==> src/rtl/ppu_pkg.sv <==
// ppu_pkg: shared PPU types, plus the add-scheduler pipeline entry and its normalize step.
package ppu_pkg;

    localparam int PPU_TE_BITS      = 12;
    localparam int ADD_SCHED_MANT_W = 30;
    localparam int ADD_SCHED_ID_W   = 2;
    localparam int ADD_SCHED_STAT_W = 32;

    typedef logic [PPU_TE_BITS-1:0] exponent_t;

    typedef struct packed {
        logic [ADD_SCHED_ID_W-1:0]   id;
        logic [ADD_SCHED_MANT_W-1:0] mant;
        exponent_t                   te;
        logic                        trunc;
    } add_sched_entry_t;

    // A carry out of the mantissa sum costs one bit of precision and one exponent step.
    function automatic add_sched_entry_t add_sched_normalize(
        input logic [ADD_SCHED_ID_W-1:0]   id,
        input logic [ADD_SCHED_MANT_W-1:0] mant,
        input exponent_t                   te
    );
        add_sched_entry_t e;
        e.id = id;
        if (mant[ADD_SCHED_MANT_W-1]) begin
            e.mant  = mant >> 1;
            e.te    = te + exponent_t'(1);
            e.trunc = mant[0];
        end else begin
            e.mant  = mant;
            e.te    = te;
            e.trunc = 1'b0;
        end
        return e;
    endfunction

endpackage

==> src/rtl/rr_arbiter.sv <==
// rr_arbiter: round-robin one-hot grant; priority starts just after the last granted index.
module rr_arbiter #(
    parameter int N = 4
) (
    input  logic         clk_i,
    input  logic         rst_i,
    input  logic [N-1:0] req,
    input  logic         en,
    output logic [N-1:0] gnt
);

    localparam int IW = (N > 1) ? $clog2(N) : 1;

    logic [IW-1:0] last_reg;
    logic [IW-1:0] gnt_idx;
    logic [IW-1:0] cand;

    // Scan farthest-to-nearest so the nearest valid requester overrides earlier hits.
    always_comb begin
        gnt     = '0;
        gnt_idx = last_reg;
        cand    = '0;
        for (int i = N; i >= 1; i--) begin
            cand = IW'((32'(last_reg) + 32'(i)) % 32'(N));
            if (req[cand]) begin
                gnt_idx = cand;
            end
        end
        if (|req) begin
            gnt[gnt_idx] = 1'b1;
        end
    end

    always_ff @(posedge clk_i) begin
        if (rst_i) begin
            last_reg <= IW'(N - 1);
        end else if (en && |req) begin
            last_reg <= gnt_idx;
        end
    end

endmodule

==> src/rtl/ppu_add_sched.sv <==
// ppu_add_sched: shares one carry normalizer among N_REQ adders via a 2-stage valid/ready pipe.
// Optional grant/stall counters are built when PPU_ADD_SCHED_STATS_EN is defined.
module ppu_add_sched
    import ppu_pkg::*;
#(
    parameter int N_REQ                = 4,
    parameter int TE_BITS              = PPU_TE_BITS,
    parameter int MANT_ADD_RESULT_SIZE = ADD_SCHED_MANT_W
) (
    input  logic                                   clk_i,
    input  logic                                   rst_i,
    input  logic [N_REQ-1:0]                       req_valid_i,
    output logic [N_REQ-1:0]                       req_ready_o,
    input  logic [N_REQ*MANT_ADD_RESULT_SIZE-1:0]  req_mant_i,
    input  logic [N_REQ*TE_BITS-1:0]               req_te_i,
    output logic                                   rsp_valid_o,
    input  logic                                   rsp_ready_i,
    output logic [$clog2(N_REQ)-1:0]               rsp_id_o,
    output logic [MANT_ADD_RESULT_SIZE-1:0]        rsp_mant_o,
    output exponent_t                              rsp_te_o,
    output logic                                   rsp_trunc_o
`ifdef PPU_ADD_SCHED_STATS_EN
    ,
    input  logic [$clog2(N_REQ):0]                 stat_sel_i,
    output logic [ADD_SCHED_STAT_W-1:0]            stat_o
`endif
);

    localparam int ID_W = $clog2(N_REQ);

    logic [MANT_ADD_RESULT_SIZE-1:0] mant_arr [N_REQ];
    exponent_t                       te_arr   [N_REQ];

    generate
        for (genvar gi = 0; gi < N_REQ; gi++) begin : g_unpack
            assign mant_arr[gi] = req_mant_i[gi*MANT_ADD_RESULT_SIZE +: MANT_ADD_RESULT_SIZE];
            assign te_arr[gi]   = req_te_i[gi*TE_BITS +: TE_BITS];
        end
    endgenerate

    logic                            a_valid_reg;
    logic [ID_W-1:0]                 a_id_reg;
    logic [MANT_ADD_RESULT_SIZE-1:0] a_mant_reg;
    exponent_t                       a_te_reg;
    logic                            b_valid_reg;
    add_sched_entry_t                b_entry_reg;
    add_sched_entry_t                b_entry_next;

    logic                            b_load;
    logic                            a_accept;
    logic                            xfer;
    logic [N_REQ-1:0]                gnt;
    logic [ID_W-1:0]                 sel_id;
    logic [MANT_ADD_RESULT_SIZE-1:0] sel_mant;
    exponent_t                       sel_te;

    assign b_load   = a_valid_reg && (!b_valid_reg || rsp_ready_i);
    assign a_accept = (!a_valid_reg || b_load) && !rst_i;
    assign xfer     = a_accept && |req_valid_i;

    rr_arbiter #(
        .N (N_REQ)
    ) u_arb (
        .clk_i (clk_i),
        .rst_i (rst_i),
        .req   (req_valid_i),
        .en    (a_accept),
        .gnt   (gnt)
    );

    assign req_ready_o = a_accept ? gnt : '0;

    // Grant is one-hot, so an AND-OR mux picks the winner's payload.
    always_comb begin
        sel_id   = '0;
        sel_mant = '0;
        sel_te   = '0;
        for (int k = 0; k < N_REQ; k++) begin
            if (gnt[k]) begin
                sel_id   = sel_id | ID_W'(k);
                sel_mant = sel_mant | mant_arr[k];
                sel_te   = sel_te | te_arr[k];
            end
        end
    end

    always_ff @(posedge clk_i) begin
        if (rst_i) begin
            a_valid_reg <= 1'b0;
            a_id_reg    <= '0;
            a_mant_reg  <= '0;
            a_te_reg    <= '0;
        end else if (a_accept) begin
            a_valid_reg <= xfer;
            if (xfer) begin
                a_id_reg   <= sel_id;
                a_mant_reg <= sel_mant;
                a_te_reg   <= sel_te;
            end
        end
    end

    assign b_entry_next = add_sched_normalize(a_id_reg, a_mant_reg, a_te_reg);

    always_ff @(posedge clk_i) begin
        if (rst_i) begin
            b_valid_reg <= 1'b0;
            b_entry_reg <= '0;
        end else if (b_load) begin
            b_valid_reg <= 1'b1;
            b_entry_reg <= b_entry_next;
        end else if (rsp_ready_i) begin
            b_valid_reg <= 1'b0;
        end
    end

    assign rsp_valid_o = b_valid_reg;
    assign rsp_id_o    = b_entry_reg.id;
    assign rsp_mant_o  = b_entry_reg.mant;
    assign rsp_te_o    = b_entry_reg.te;
    assign rsp_trunc_o = b_entry_reg.trunc;

`ifdef PPU_ADD_SCHED_STATS_EN
    logic [ADD_SCHED_STAT_W-1:0] gnt_cnt_arr [N_REQ];
    logic [ADD_SCHED_STAT_W-1:0] stall_cnt_reg;

    generate
        for (genvar gi = 0; gi < N_REQ; gi++) begin : g_gnt_cnt
            logic [ADD_SCHED_STAT_W-1:0] cnt_reg;
            always_ff @(posedge clk_i) begin
                if (rst_i) begin
                    cnt_reg <= '0;
                end else if (req_valid_i[gi] && req_ready_o[gi]) begin
                    cnt_reg <= cnt_reg + ADD_SCHED_STAT_W'(1);
                end
            end
            assign gnt_cnt_arr[gi] = cnt_reg;
        end
    endgenerate

    always_ff @(posedge clk_i) begin
        if (rst_i) begin
            stall_cnt_reg <= '0;
        end else if (rsp_valid_o && !rsp_ready_i) begin
            stall_cnt_reg <= stall_cnt_reg + ADD_SCHED_STAT_W'(1);
        end
    end

    always_comb begin
        stat_o = '0;
        if (32'(stat_sel_i) < 32'(N_REQ)) begin
            stat_o = gnt_cnt_arr[stat_sel_i[ID_W-1:0]];
        end else if (32'(stat_sel_i) == 32'(N_REQ)) begin
            stat_o = stall_cnt_reg;
        end
    end
`endif

endmodule

==> config.mk <==
export PLATFORM = sky130hd
export DESIGN_NAME = ppu_add_sched
export DESIGN_NICKNAME = d
export VERILOG_FILES = /design/src/rtl/ppu_pkg.sv /design/src/rtl/rr_arbiter.sv /design/src/rtl/ppu_add_sched.sv
export SDC_FILE = /design/constraint.sdc
export NUM_CORES = 1
export LEC_CHECK = 0
export ABC_CLOCK_PERIOD_IN_PS = 2100
export BUFFER_PORTS_ARGS = -buffer_cell sky130_fd_sc_hd__buf_2
export CORE_MARGIN = 3
export CORE_UTILIZATION = 25
export CTS_CLUSTER_DIAMETER = 80
export DETAILED_ROUTE_END_ITERATION = 7
export SYNTH_ARGS = -nofsm -noshare
export SYNTH_HDL_FRONTEND = slang
export SYNTH_SLANG_ARGS = --single-unit
==> constraint.sdc <==
create_clock -name clk_i -period 2.1 [get_ports clk_i]
set_input_delay 0.21 -clock clk_i [delete_from_list [all_inputs] [get_ports clk_i]]
set_output_delay 0.21 -clock clk_i [all_outputs]
set_load 0.02 [all_outputs]
==> metrics.md, run 1 <==
| Metric | Value |
|---|---|
| Layout cells sized above 1 | 35.4% |
| GRT overflow | 0 |
| Fin worst setup slack | 0.148 ns |
| Internal power | 3.80 mW |
| HP Class | in2reg |
| Sequential area share after synthesis | 35.8% |
| N_diodes | 0 |
| Clock Latency Late Sink | 0.34 ns |
| Leakage | 3.14 nW |
| Post-CTS Hold Fix Bufs | 0 |
| CTS buffer count | 9 |
| Root buf cell | clkbuf_16 |
| Dominant cells by area after synthesis | dfxtp_1 (36%), o211a_1 (8.2%), a32oi_1 (7.2%) |
| Vias | 5051 |
| FMAX | 512 MHz |
| Routed WL per cell | 15.5 um |
| Comb pwr share | 29.5% |
| Total power | 5.58 mW |
| Worst slew pin tran | 0.550 ns |
| Critical Path End Type | output pin |
| Syn Inst Count | 605 |
| Kind of critical path | reg2out |
| Library cells used by synthesis | 46 |
| Power per cell area | 813 nW/um^2 |
| Post-synth top area cell | dfxtp_1 |
| Clock-pin slew on the worst setup and hold paths | 0.06 ns |
| Area of the mapped netlist | 5140 sq um |
| Worst setup SP type | flip-flop |
| Post-Route WL | 16.6 mm |
| Hold WS | 0.223 ns |
| Via/cell ratio | 4.72 |
| Final setup fails | 0 |
| Syn. warnings | 0 |
| Site Rows | 51 |
| Period minus WS final | 1.95 ns |
| Mean post-synth cell area | 8.50 sq um |
| Layout Nets | 977 |
| Max FFs per register | 30 |
| Critical Path Fanout Max | 5 |
| # fillers | 2104 |
| Setup Skew | 0.00555 ns |
| CTS H-Tree Depth | 3 |
| Switching Share | 31.9% |
| DIE HEIGHT | 149 um |
| Clock Tree Buf Depth | 2 |
| Initial drt markers | 175 |
| Fin util | 34.6% |
| Rel. slew slack | 63.4% |
| Final count of pins violating max slew | 0 |
| First-pass GRT wire length | 25.6 mm |
| Initial Util | 25.9% |
| Critical path data arrival time | 1.74 ns |
| Post-synth top flop | dfxtp_1 |
| Clock power frac | 31.3% |
| Worst slack, placed | 0.142 ns |
| DRC | 0 |
| Seq pwr share | 39.2% |
| Final ANT Viol Nets | 0 |
| EDFF count, synth | 0 |
| Core footprint | 19800 sq um |
| Initial antenna violation count | 0 |
| GPL Wtd Cong | 0.756 |
| Drt pass-1 iters | 4 |
| Vias in the first global route | 4940 |
| Switching power | 1.78 mW |
| CTS tree | yes |
| Max-cap viol count | 0 |
| Largest net degree at the start of global routing | 56 |
| Die area | 22300 sq um |
| Post-DP HPWL | 12.4 mm |
| Sink Count | 92 |
| Die W | 149 um |
| Worst EP required | 1.89 ns |
| Final Hold Vio Count | 0 |
| Gr usage total | 14.6% |
| Synth top area share | 35.8% |
| IO Pins | 225 |
| #FFs+latches synth | 92 |
| Status | completed |
| Asr flop ratio synth | 0% |
| Tcrit/Tclk final | 92.9% |
| Port Buffers | 223 |
| Syn Nets | 781 |
| Area Overhead vs Synth | 33.6% |
| Peak VDD IR | 0.374 mV |
[layer usage]
| metal | up-vias | global-route usage [%] | routed length, um |
|---|---|---|---|
| met3 | 13 | 3.98 | 1150 |
| li1 | 2598 | - | - |
| met4 | 0 | 3.34 | 149 |
| met2 | 163 | 24.5 | 7750 |
| met1 | 2277 | 18.8 | 7540 |
| met5 | - | 0 | 0 |
[power groups by stage]
stage | registers [mW] | clock network, mW | logic, mW
3_5_place_dp | 2.22 | 0 | 1.65
6_report | 2.19 | 1.75 | 1.65
4_1_cts | 2.19 | 1.82 | 1.67
5_1_grt | 2.22 | 1.89 | 1.83
2_1_floorplan | 2.26 | 0 | 1.03
3_3_place_gp | 2.22 | 0 | 1.65
[final cells by class]
cell class	count	area, sq um	area share [%]
multi-input combinational	407	2850	41.5
clock buffer	11	243	3.53
inverter	48	180	2.62
timing repair buffer	243	1340	19.5
clock inverter	4	73.8	1.08
sequential	92	1850	26.9
tap	265	332	4.83
[worst paths after layout]
check,start,end,slack [ns],depth (start not counted)
max reg2reg,u_arb.last_reg[0],a_te_reg[8],0.31,7
max,rsp_valid_o,req_ready_o[2],0.15,5
min,req_te_i[22],a_te_reg[10],0.22,4
min reg2reg,rsp_id_o[0],rsp_id_o[0],0.45,2
[worst max-delay path, stage by stage (launching register included)]
cell     delay (ns)
dfxtp_1        0.31
nor2b_1        0.40
a21oi_2        0.16
nor2b_4        0.18
and3_1         0.19
buf_2          0.16
[cells by family after synthesis]
family / Yosys count / synth area share [%]
xor gates and xnor gates: 11 / 1.87
and+or+nand+nor: 177 / 17.3
AOI/OAI and AO/OA: 188 / 29.4
DFF: 92 / 35.8
buffers and inverters: 106 / 9.66
muxes: 29 / 5.65
adders and majority gates: 1 / 0.243
other: 1 / 0.0729
[what timing repair did]
item / 4_1_cts / 5_1_grt
gates resized for setup: 4 / 3
setup buffers: 0 / 0
setup endpoints to repair: 3 / 3
[cells in the final DEF (no fill, tap or decap), drive strengths merged, types with 6 or more instances in the layout]
cell / n
a32oi: 42
nor2: 53
xor2: 6
nand3b: 41
inv: 48
o211a: 42
a21oi: 7
nand2: 55
clkbuf: 11
o21ai: 44
nor3: 6
buf: 243
dfxtp: 92
mux2i: 29
a211oi: 42
[synth_stat cells (7+ instances only)]
| cell type | n |
|---|---|
| a32oi_1 | 42 |
| buf_2 | 22 |
| a211oi_1 | 40 |
| dfxtp_1 | 92 |
| o21ai_2 | 10 |
| a21oi_1 | 7 |
| nand3b_1 | 41 |
| nand2_1 | 55 |
| mux2i_1 | 29 |
| nor2_1 | 53 |
| inv_1 | 47 |
| clkbuf_1 | 20 |
| o211a_1 | 42 |
| buf_4 | 8 |
| o21ai_1 | 32 |
[stage by stage]
| step | instance area (sq um) | TNS [ns] | instances |
|---|---|---|---|
| 5_1_grt | 6870 | -0.000778 | 1070 |
| 3_3_place_gp | 6530 | 0 | 1055 |
| 3_5_place_dp | 6530 | 0 | 1055 |
| 4_1_cts | 6860 | 0 | 1070 |
| 6_report | 6870 | 0 | 1070 |
| 2_1_floorplan | 5140 | 0 | 605 |
Power figures use the tool's default switching activity.
==> run 2: changes to the inputs <==
- RECOVER_POWER: not set -> 25
==> metrics.md, run 2 (synthesis results as in run 1) <==
| Metric | Value |
|---|---|
| Area of the multi-input gates | 2850 sq um |
| Setup Skew | 0.00489 ns |
| Cell Chain, Critical Path | nor2b_1 > a21oi_2 > nor2b_4 > and3_1 > buf_2 |
| Drt pass-1 iters | 4 |
| GPL Wtd Cong | 0.756 |
| Power per cell area | 816 nW/um^2 |
| FMAX | 512 MHz |
| IO Pins | 225 |
| Post-route cell area | 6820 sq um |
| Seq pwr share | 39.3% |
| Slowest stage delay, CP | 0.40 ns |
| Hold EP | a_te_reg[10] |
| Clock Tree Buf Depth | 2 |
| Post-CTS Hold Fix Bufs | 0 |
| Worst Hold Depth | 4 |
| Worst Min Path Start | req_te_i[22] |
| Initial drt markers | 175 |
| Switching Share | 32.0% |
| Final Hold Vio Count | 0 |
| DRC | 0 |
| Rel. slew slack | 63.2% |
| Port Buffers | 223 |
| Peak VDD IR | 0.373 mV |
| Clock-pin slew on the worst setup and hold paths | 0.06 ns |
| Die W | 149 um |
| Worst slew pin tran | 0.552 ns |
| Vias in the first global route | 4940 |
| Cell Area, Placed | 6530 sq um |
| Core footprint | 19800 sq um |
| Final count of pins violating max slew | 0 |
| Worst setup SP type | flip-flop |
| Clock power frac | 31.4% |
| CTS H-Tree Depth | 3 |
| Max FFs per register | 30 |
| Max-cap viol count | 0 |
| Register area | 1850 sq um |
| Site Rows | 51 |
| Clock Latency Late Sink | 0.34 ns |
| Slowest cell on the critical path | nor2b_1 |
| Critical path data arrival time | 1.74 ns |
| Sink Count | 92 |
| Largest net degree at the start of global routing | 56 |
| Via/cell ratio | 4.72 |
| Internal power | 3.79 mW |
| Area Overhead vs Synth | 32.7% |
| FF-to-FF Start | u_arb.last_reg[0] |
| Worst EP required | 1.89 ns |
| Critical Path Fanout Max | 5 |
| Switching power | 1.78 mW |
| Leakage | 3.01 nW |
| Commonest non-fill, non-tap cell in the layout | buf_2 |
| Critical Path End Type | output pin |
| Routed WL per cell | 15.6 um |
| Layout cells sized above 1 | 31.2% |
| Reg-to-Reg End | a_te_reg[8] |
| Post-DP HPWL | 12.4 mm |
| CTS buffer count | 9 |
| Fin util | 34.4% |
| Vias | 5047 |
| Kind of critical path | reg2out |
| Status | completed |
| Final setup fails | 0 |
| N_diodes | 0 |
| CTS tree | yes |
| Gr usage total | 14.6% |
| Final ANT Viol Nets | 0 |
| Worst r2r path cells | 7 |
| Period minus WS final | 1.95 ns |
| HP Class | in2reg |
| Die area | 22300 sq um |
| Flop2flop setup slack | 0.33 ns |
| Layout Nets | 977 |
| Post-Route WL | 16.6 mm |
| DIE HEIGHT | 149 um |
| GRT overflow | 0 |
| First-pass GRT wire length | 25.6 mm |
| Comb pwr share | 29.3% |
| # fillers | 2124 |
| Tcrit/Tclk final | 93.1% |
| Initial antenna violation count | 0 |
| Root buf cell | clkbuf_16 |
| Initial Util | 25.9% |
| Commonest cells after routing, fill and taps aside | buf_2 (189), dfxtp_1 (90), nand2_1 (55) |
==> run 2: final cells by class <==
type                       instances  area share, %
tap                              265           4.86
timing repair buffer             243           19.0
sequential                        92           27.1
clock inverter                     4           1.08
inverter                          48           2.64
clock buffer                      11           3.56
multi-input combinational        407           41.8
==> run 2: worst max-delay path by stage <==
stage	from	to	slack, ns	depth (start not counted)
floorplan	rsp_valid_o	req_ready_o[1]	0.51	5
global placement	rsp_valid_o	req_ready_o[1]	0.17	6
detailed placement	rsp_valid_o	req_ready_o[1]	0.14	6
CTS	u_arb.last_reg[0]	req_ready_o[1]	0.02	6
global route	u_arb.last_reg[1]	req_ready_o[1]	-0.0008	6
finish	rsp_valid_o	req_ready_o[2]	0.15	5
==> run 2: repair_timing <==
action / in CTS / in global routing
endpoints found under the setup margin: 3 / 3
setup buffers: 0 / 0
resized for setup: 4 / 3
hold endpoints to repair: 0 / 0
==> run 2: routing by layer <==
| metal | vias to the layer above | track usage [%] | wire, um |
|---|---|---|---|
| met2 | 164 | 24.5 | 7740 |
| met1 | 2269 | 18.8 | 7580 |
| met4 | 0 | 3.34 | 146 |
| met5 | - | 0 | 0 |
| li1 | 2601 | - | - |
| met3 | 13 | 3.98 | 1180 |
==> run 2: metrics by stage <==
stage	setup slack [ns]	std cells	total power [mW]	hold slack, ns	TNS, ns
2_1_floorplan	0.507	605	3.29	0.372	0
3_3_place_gp	0.175	1055	3.86	0.443	0
3_5_place_dp	0.142	1055	3.88	0.446	0
4_1_cts	0.0245	1070	5.67	0.205	0
5_1_grt	-0.000778	1070	5.92	0.225	-0.000778
6_report	0.146	1070	5.57	0.224	0
==> run 2: power groups by stage <==
stage               logic (mW)  clock network (mW)  registers, mW
detailed placement        1.65                   0           2.22
finish                    1.63                1.75           2.19
global route              1.81                1.89           2.23
CTS                       1.67                1.82           2.19
floorplan                 1.03                   0           2.26
global placement          1.65                   0           2.22
==> run 2: worst max-delay path: cells and delay by family (launching register included) <==
kind	cells	cell delay (ns)
simple gates	3	0.77
compound gates	1	0.16
buf+inv	1	0.16
flops	1	0.31
==> run 3: changes to the inputs <==
- CTS_BUF_LIST: not set -> sky130_fd_sc_hd__clkbuf_8
- SYNTH_HIERARCHICAL: not set -> 1
==> metrics.md, run 3 <==
| Metric | Value |
|---|---|
| Power per cell area | 724 nW/um^2 |
| Sequential area share after synthesis | 40.2% |
| Status | completed |
| Peak VDD IR | 0.333 mV |
| Die area | 20000 sq um |
| Routed WL per cell | 16.9 um |
| DRC | 0 |
| Max-cap viol count | 0 |
| Hold WS | 0.0866 ns |
| Drt pass-1 iters | 5 |
| Worst slew pin tran | 0.646 ns |
| Worst setup SP type | flip-flop |
| Post-Route WL | 15.8 mm |
| Tcrit/Tclk final | 96.8% |
| Max FFs per register | 30 |
| HP Class | in2reg |
| Layout cells sized above 1 | 33.4% |
| CTS buffer count | 9 |
| Post-synth top area cell | dfxtp_1 |
| Core footprint | 17600 sq um |
| GRT overflow | 0 |
| GPL Wtd Cong | 0.752 |
| Root buf cell | clkbuf_8 |
| Layout Nets | 883 |
| Fin util | 35.0% |
| Vias in the first global route | 4473 |
| Period minus WS final | 2.03 ns |
| Library cells used by synthesis | 36 |
| Critical Path Fanout Max | 12 |
| Main combinational cell family by area after synthesis | compound AO/OA/AOI/OAI gates |
| Via/cell ratio | 5.00 |
| FMAX | 492 MHz |
| Final ANT Viol Nets | 0 |
| Syn. warnings | 6 |
| Post-Synth Simple-Gate Area | 12.8% |
| N_diodes | 0 |
| Critical Path End Type | output pin |
| Kind of critical path | reg2out |
| Final setup fails | 0 |
| Leakage | 2.44 nW |
| Final Hold Vio Count | 0 |
| DIE HEIGHT | 141 um |
| Total power | 4.46 mW |
| Post-synth top flop | dfxtp_1 |
| Initial antenna violation count | 0 |
| Clock-pin slew on the worst setup and hold paths | 0.08 ns |
| First-pass GRT wire length | 23.7 mm |
| Area Overhead vs Synth | 34.3% |
| Clock Latency Late Sink | 0.36 ns |
| Area of the mapped netlist | 4590 sq um |
| CTS H-Tree Depth | 3 |
| Worst EP required | 1.89 ns |
| Syn Nets | 688 |
| Critical path data arrival time | 1.82 ns |
| Rel. slew slack | 57.0% |
| #FFs+latches synth | 92 |
| Site Rows | 48 |
| Largest net degree at the start of global routing | 92 |
| Initial Util | 26.1% |
| Met2 GRT Util | 25.0% |
| Vias | 4681 |
| Post-DP HPWL | 10.9 mm |
| GR Util met1 | 19.1% |
| Post-synthesis compound-gate area fraction | 31.7% |
| Clock Tree Buf Depth | 2 |
| Syn Inst Count | 512 |
| CTS tree | yes |
| M3 GR Usage | 3.07% |
| IO Pins | 225 |
| Asr flop ratio synth | 0% |
| Mux contribution to synthesized area | 6.76% |
| Final count of pins violating max slew | 0 |
| Sink Count | 92 |
| Post-CTS Setup Inserts | 0 |
| Synth top area share | 40.2% |
| Initial drt markers | 186 |
| Commonest cells after routing, fill and taps aside | buf_2 (190), nor2_1 (95), dfxtp_1 (89) |
| Cell with the most instances after synthesis | nor2_1 |
| Gr usage total | 14.9% |
| Placed Cells incl. Taps | 919 |
| Commonest cells in the netlist | nor2_1 (95), dfxtp_1 (92), a22oi_1 (84) |
| Synth Area in XOR/XNOR | 2.10% |
| Port Buffers | 223 |
| Die W | 141 um |
| Commonest non-fill, non-tap cell in the layout | buf_2 |
| Dominant cells by area after synthesis | dfxtp_1 (40%), a22oi_1 (14%), a311oi_1 (8.0%) |
| Final cell count without fillers | 937 |
| GR peak layer | met2 |
| Setup Skew | 0.00739 ns |
| EDFF count, synth | 0 |
| Adder-Cell Fraction of Synth Area | 0.273% |
| Mean post-synth cell area | 8.96 sq um |
## run 3: changes by cell type in the layout (fill, tap and decap cells not counted), moves of 5 or more
cell       previous run  this run
nand3b_1             41         1
a311oi_1              0        42
a32oi_1              42         0
nor2_1               53        95
o211a_1              42         0
o21ai_1              32         0
nand2_1              55         7
clkbuf_16             9         1
a22oi_1               0        84
clkbuf_8              1        10
o21ai_2              10         0
buf_4                14         9
inv_1                46         4
## run 3: routing by layer
metal	wire (um)	part of all wire [%]
met1	7090	45
met5	0	0
met3	862	5.5
met4	266	1.7
met2	7590	48
## run 3: cells by family (layout without fill, tap and decap cells)
| family | Yosys count | in the layout |
|---|---|---|
| multiplexers | 31 | 31 |
| AND/OR/NAND/NOR | 131 | 131 |
| AO/OA/AOI/OAI | 188 | 188 |
| other | 1 | 1 |
| XOR/XNOR | 11 | 11 |
| flip-flops | 92 | 92 |
| buffers and inverters | 57 | 257 |
| adder cells (fa/ha/maj) | 1 | 1 |
## run 3: through the flow
step | cell area, sq um | TNS (ns) | setup slack [ns]
after CTS | 6140 | 0 | 0.00450
after floorplan | 4590 | 0 | 0.325
after global placement | 5880 | 0 | 0.349
after detailed placement | 5880 | 0 | 0.301
after global routing | 6160 | -0.0722 | -0.0532
final | 6160 | 0 | 0.0682
## run 3: critical path: stages, from the launching register on
cell	delay (ns)
dfxtp_4	0.37
nand2b_1	0.19
a21oi_2	0.17
o22ai_1	0.09
and2_4	0.20
buf_12	0.16
and2_1	0.13
buf_2	0.15
## run 3: report_power, final
group	total (mW)	internal (mW)	switching [mW]
Combinational	1.10	0.480	0.616
Sequential	2.02	1.90	0.124
Clock	1.33	0.694	0.641
## run 3: worst paths after layout
check / from / slack [ns] / cells after the start / endpoint
setup / recovery: u_arb/last_reg[0] / 0.07 / 7 / req_ready_o[3]
hold / removal: rst_i / 0.09 / 2 / a_te_reg[6]
setup reg to reg: u_arb/last_reg[0] / 0.32 / 7 / a_te_reg[9]
hold reg to reg: rsp_trunc_o / 0.47 / 2 / rsp_trunc_o
## run 3: what timing repair did
| item | in CTS | in global routing |
|---|---|---|
| endpoints found under the setup margin | 3 | 3 |
| hold buffers | 0 | 0 |
| gates resized for setup | 3 | 10 |
| cloned | 1 | 1 |
| pin swaps | 0 | 0 |
## run 3: cell type report
type,instances,area [sq um]
fillers,1866,11400
multi-input cells,363,2490
flip-flops and latches,92,1850
repair buffers,239,1310
well taps,225,282
clock buffers,10,138
clock inverters,6,80.1
inverters,2,7.51
